`config.mk`:
```
export PLATFORM = sky130hd
export DESIGN_NAME = column_readout_serializer
export DESIGN_NICKNAME = d
export VERILOG_FILES = /design/src/rtl/crossbar_pkg.sv /design/src/rtl/readout_quantizer.sv /design/src/rtl/column_readout_serializer.sv
export SDC_FILE = /design/constraint.sdc
export NUM_CORES = 1
export LEC_CHECK = 0
export BUFFER_PORTS_ARGS = -buffer_cell sky130_fd_sc_hd__buf_2
export CAP_MARGIN = 20
export CELL_PAD_IN_SITES_DETAIL_PLACEMENT = 0
export CELL_PAD_IN_SITES_GLOBAL_PLACEMENT = 2
export CORE_UTILIZATION = 40
export DETAILED_ROUTE_END_ITERATION = 8
export GPL_TIMING_DRIVEN = 0
export PLACE_DENSITY = 0.93
export SETUP_SLACK_MARGIN = 0.1
export SLEW_MARGIN = 20
export SYNTH_ARGS = -nofsm -noshare
export SYNTH_HDL_FRONTEND = slang
export SYNTH_HIERARCHICAL = 1
export SYNTH_SLANG_ARGS = --single-unit
export TNS_END_PERCENT = 10
```
`constraint.sdc`:
```
create_clock -name clk -period 6.9 [get_ports clk]
set_input_delay 0.69 -clock clk [delete_from_list [all_inputs] [get_ports clk]]
set_output_delay 0.69 -clock clk [all_outputs]
set_load 0.03 [all_outputs]
```
`src/rtl/crossbar_pkg.sv`:
```
// Shared definitions for the crossbar readout path.
//   state_t   : serializer FSM state encoding
//   sat_shift : unsigned right shift followed by saturation to adc_bits
package crossbar_pkg;

    typedef enum logic [1:0] {
        S_IDLE  = 2'd0,
        S_QUANT = 2'd1,
        S_OUT   = 2'd2,
        S_DONE  = 2'd3
    } state_t;

    // Truncating shift, then clamp to the full-scale code of an adc_bits converter.
    // adc_bits must be below 32.
    function automatic logic [31:0] sat_shift(input logic [31:0] x,
                                              input int          shift,
                                              input int          adc_bits);
        logic [31:0] s;
        logic [31:0] lim;
        s   = x >> shift;
        lim = (32'd1 << adc_bits) - 32'd1;
        return (s > lim) ? lim : s;
    endfunction

endpackage

```
`src/rtl/readout_quantizer.sv`:
```
// Combinational quantizer for one column current word.
//   din  : unsigned column current, I_WIDTH bits
//   dout : din >> SHIFT, saturated to ADC_BITS
module readout_quantizer
    import crossbar_pkg::*;
#(
    parameter int I_WIDTH  = 16,
    parameter int ADC_BITS = 8,
    parameter int SHIFT    = 4
) (
    input  logic [I_WIDTH-1:0]  din,
    output logic [ADC_BITS-1:0] dout
);

    // sat_shift already clamps to ADC_BITS, so the cast only drops zero bits.
    assign dout = ADC_BITS'(sat_shift(32'(din), SHIFT, ADC_BITS));

endmodule

```
`src/rtl/column_readout_serializer.sv`:
```
// Snapshots all crossbar column currents on sample_i, then streams them out one
// quantized column per beat over a valid/ready interface.
//   clk, rst     : clock, async active-high reset
//   sample_i     : capture strobe (ignored and flagged as overrun while busy)
//   col_current  : flat column currents, column k at [k*I_WIDTH +: I_WIDTH]
//   out_ready    : consumer ready
//   ovr_clr      : clears the sticky overrun flag
//   out_valid, out_data, out_col, out_last : beat outputs
//   busy         : FSM not idle
//   frame_done   : one-cycle pulse after the last beat is accepted
//   overrun      : sticky, capture requested while busy
//
// state   | meaning
// S_IDLE  | waiting for sample_i
// S_QUANT | quantize snapshot[idx] into the output registers
// S_OUT   | hold beat until the consumer accepts it
// S_DONE  | emit frame_done, return to idle
module column_readout_serializer
    import crossbar_pkg::*;
#(
    parameter int N_COLS   = 8,
    parameter int I_WIDTH  = 16,
    parameter int ADC_BITS = 8,
    parameter int SHIFT    = 4,
    parameter int COL_W    = 3
) (
    input  logic                      clk,
    input  logic                      rst,
    input  logic                      sample_i,
    input  logic [N_COLS*I_WIDTH-1:0] col_current,
    input  logic                      out_ready,
    input  logic                      ovr_clr,
    output logic                      out_valid,
    output logic [ADC_BITS-1:0]       out_data,
    output logic [COL_W-1:0]          out_col,
    output logic                      out_last,
    output logic                      busy,
    output logic                      frame_done,
    output logic                      overrun
);

    state_t             state;
    logic [COL_W-1:0]   idx;
    logic [I_WIDTH-1:0] snapshot [N_COLS];
    logic [ADC_BITS-1:0] q_data;

    readout_quantizer #(
        .I_WIDTH (I_WIDTH),
        .ADC_BITS(ADC_BITS),
        .SHIFT   (SHIFT)
    ) u_quant (
        .din (snapshot[idx]),
        .dout(q_data)
    );

    always_ff @(posedge clk or posedge rst) begin
        if (rst) begin
            state      <= S_IDLE;
            idx        <= '0;
            out_valid  <= 1'b0;
            out_data   <= '0;
            out_col    <= '0;
            out_last   <= 1'b0;
            busy       <= 1'b0;
            frame_done <= 1'b0;
            overrun    <= 1'b0;
            for (int k = 0; k < N_COLS; k++) begin
                snapshot[k] <= '0;
            end
        end else begin
            frame_done <= 1'b0;

            // Set has priority over clear so a collision never loses an event.
            if (sample_i && (state != S_IDLE)) begin
                overrun <= 1'b1;
            end else if (ovr_clr) begin
                overrun <= 1'b0;
            end

            case (state)
                S_IDLE: begin
                    if (sample_i) begin
                        for (int k = 0; k < N_COLS; k++) begin
                            snapshot[k] <= col_current[k*I_WIDTH +: I_WIDTH];
                        end
                        idx   <= '0;
                        busy  <= 1'b1;
                        state <= S_QUANT;
                    end
                end
                S_QUANT: begin
                    out_data  <= q_data;
                    out_col   <= idx;
                    out_last  <= (idx == COL_W'(N_COLS - 1));
                    out_valid <= 1'b1;
                    state     <= S_OUT;
                end
                S_OUT: begin
                    if (out_ready) begin
                        out_valid <= 1'b0;
                        if (out_last) begin
                            state <= S_DONE;
                        end else begin
                            idx   <= idx + COL_W'(1);
                            state <= S_QUANT;
                        end
                    end
                end
                S_DONE: begin
                    frame_done <= 1'b1;
                    busy       <= 1'b0;
                    state      <= S_IDLE;
                end
                default: state <= S_IDLE;
            endcase
        end
    end

endmodule

```
==> impl_metrics.ini <==
[layout]
regArea_um2 = 2930
nets = 592
fillers = 1096
layout-drive-gt1-share_pct = 63.5
area_growth_syn_to_layout_pct = 26.0
multi_input_area_um2 = 2180
antennaDiodeCount = 0

[min_path]
hold_path.class = in -> async

[worst_setup_path]
cp_slowest_cell = nor4_4
crit_type = reg -> reg
slowest_delay_ns = 0.57
critPathRequiredTime_ns = 7.19
crit_path_max_fanout = 10
crit_chain = buf_6, buf_2, buf_2, mux4_1, mux2_2, nor4_4, nand2b_1, mux2_2
startpoint_type = flop
critPathArrivalTime_ns = 3.08
crit_family = multiplexers
cp-end-kind = flop
worst-path-buf-inv = 3

[clock_tree]
clk_pin_slew_ns = 0.05
clock_latency_ns = 0.41
cts-resized-gates = 0
cts-root-buf = clkbuf_16
cts-buffers-inserted = 17
tritoncts = done
post-cts-setup-buffer-count = 0
clockBufferDepth = 2
hold_buffers = 0
htree_num_levels = 4
clock-sinks = 117

[power]
total_power_w = 0.00312
cellPowerDensity_nw_per_um2 = 466
ir_worst_vdd_mv = 0.194
p_leak_nw = 2.95

[outcome]
status = complete, no violations

[floorplan]
core_area_um2 = 12800
ios = 149
row_count = 41
start_util_pct = 41.5
die_w_um = 117
fp.dieH_um = 117
die_area_um2 = 13700

[routing]
vias = 3231
finalWirelength_um = 12000
via_per_inst = 5.05
wl_per_cell_um = 18.8
drt_iter0_drc = 127
first_pass_iters = 4
ant_nets = 0
drc = 0

[global_route]
grt_pass1_vias = 3528
grt_pass1_wl_um = 19000
grt-ovfl-total = 0
grt_max_degree = 81
grt_util_all_layers_pct = 19.5
use_met3_pct = 4.89
use_met2_pct = 31.7
grt_use_met1_pct = 25.2
grt-busiest-layer = met2
antenna_found_initial = 0

[timing]
fin_skew_ns = 0.00630
slew_viol_final = 0
maxSlewHeadroom_pct = 62.1
finalSetupTns_ns = 0
period_minus_slack_ns = 2.79
clock.fmax_mhz = 358
period_share_pct = 40.5
finalSetupViolCount = 0
hold_violations = 0
worstMarginPinSlew_ns = 0.564
rsz0062_at_grt = false

[synthesis]
syn_inst = 321
synth_nets = 456
ys_warn_count = 6
netlist_area_um2 = 5300
syn_area_per_cell_um2 = 16.5

[placement]
hpwl_um = 8700
gp_congestion = 0.759
io_buffers = 116

[job]
drv_cap = 0
cell usage in the layout (no fill, tap or decap), drive strengths merged, types with 3 or more instances in the layout:
master,count
nand2b,10
inv,4
buf,140
mux4,24
clkinv,3
clkbuf,28
dfrtp,117
a21oi,3
mux2,121
metal layers:
metal / part of all wire [%] / up-vias
met5: 0 / -
met4: 1.9 / 0
met3: 4.1 / 19
met2: 50 / 78
met1: 44 / 1665
li1: - / 1469
registers in the layout, indices dropped and copies added, names as in the netlist:
name / cells
snapshot: 96
out_data: 8
idx: 3
out_col: 3
state: 2
busy: 1
frame_done: 1
out_last: 1
out_valid: 1
overrun: 1
final timing paths:
check | startpoint | end | slack [ns] | cells after the start
setup / recovery | idx[2] | out_data[1] | 4.11 | 8
hold / removal | rst | frame_done | 0.27 | 2
setup reg to reg | idx[2] | out_data[1] | 4.11 | 8
hold reg to reg | snapshot[73] | snapshot[73] | 0.50 | 1
max in group asynchronous | rst | snapshot[122] | 5.91 | 3
min in group clk | ovr_clr | overrun | 0.47 | 2
power breakdown:
group | internal, W | switching, W | leakage (nW)
Combinational | 0.000635 | 0.000456 | 1.32
Sequential | 0.00102 | 0.000171 | 1.36
Clock | 0.000543 | 0.000287 | 0.271
stage by stage:
stage                     setup slack (ns)  instances  utilization [%]  area [um^2]  hold slack [ns]
after global routing                  3.98        640             52.3         6680            0.297
final                                 4.11        640             52.3         6680            0.275
after floorplan                       3.11        321                -         5300            0.472
after detailed placement              4.11        610             48.0         6130            0.488
after CTS                             4.11        640             52.3         6680            0.279
after global placement                1.87        609             47.8         6100            0.482
layout make-up:
cell class                 count  share of cell area (%)
sequential                   117                    43.8
multi-input combinational    174                    32.6
clock buffer                  25                    7.11
tap                          172                    3.22
buffer                        26                    2.71
timing repair buffer         117                    9.10
clock inverter                 5                    1.12
inverter                       4                   0.300
No activity file was read; power rests on OpenSTA's default activity.
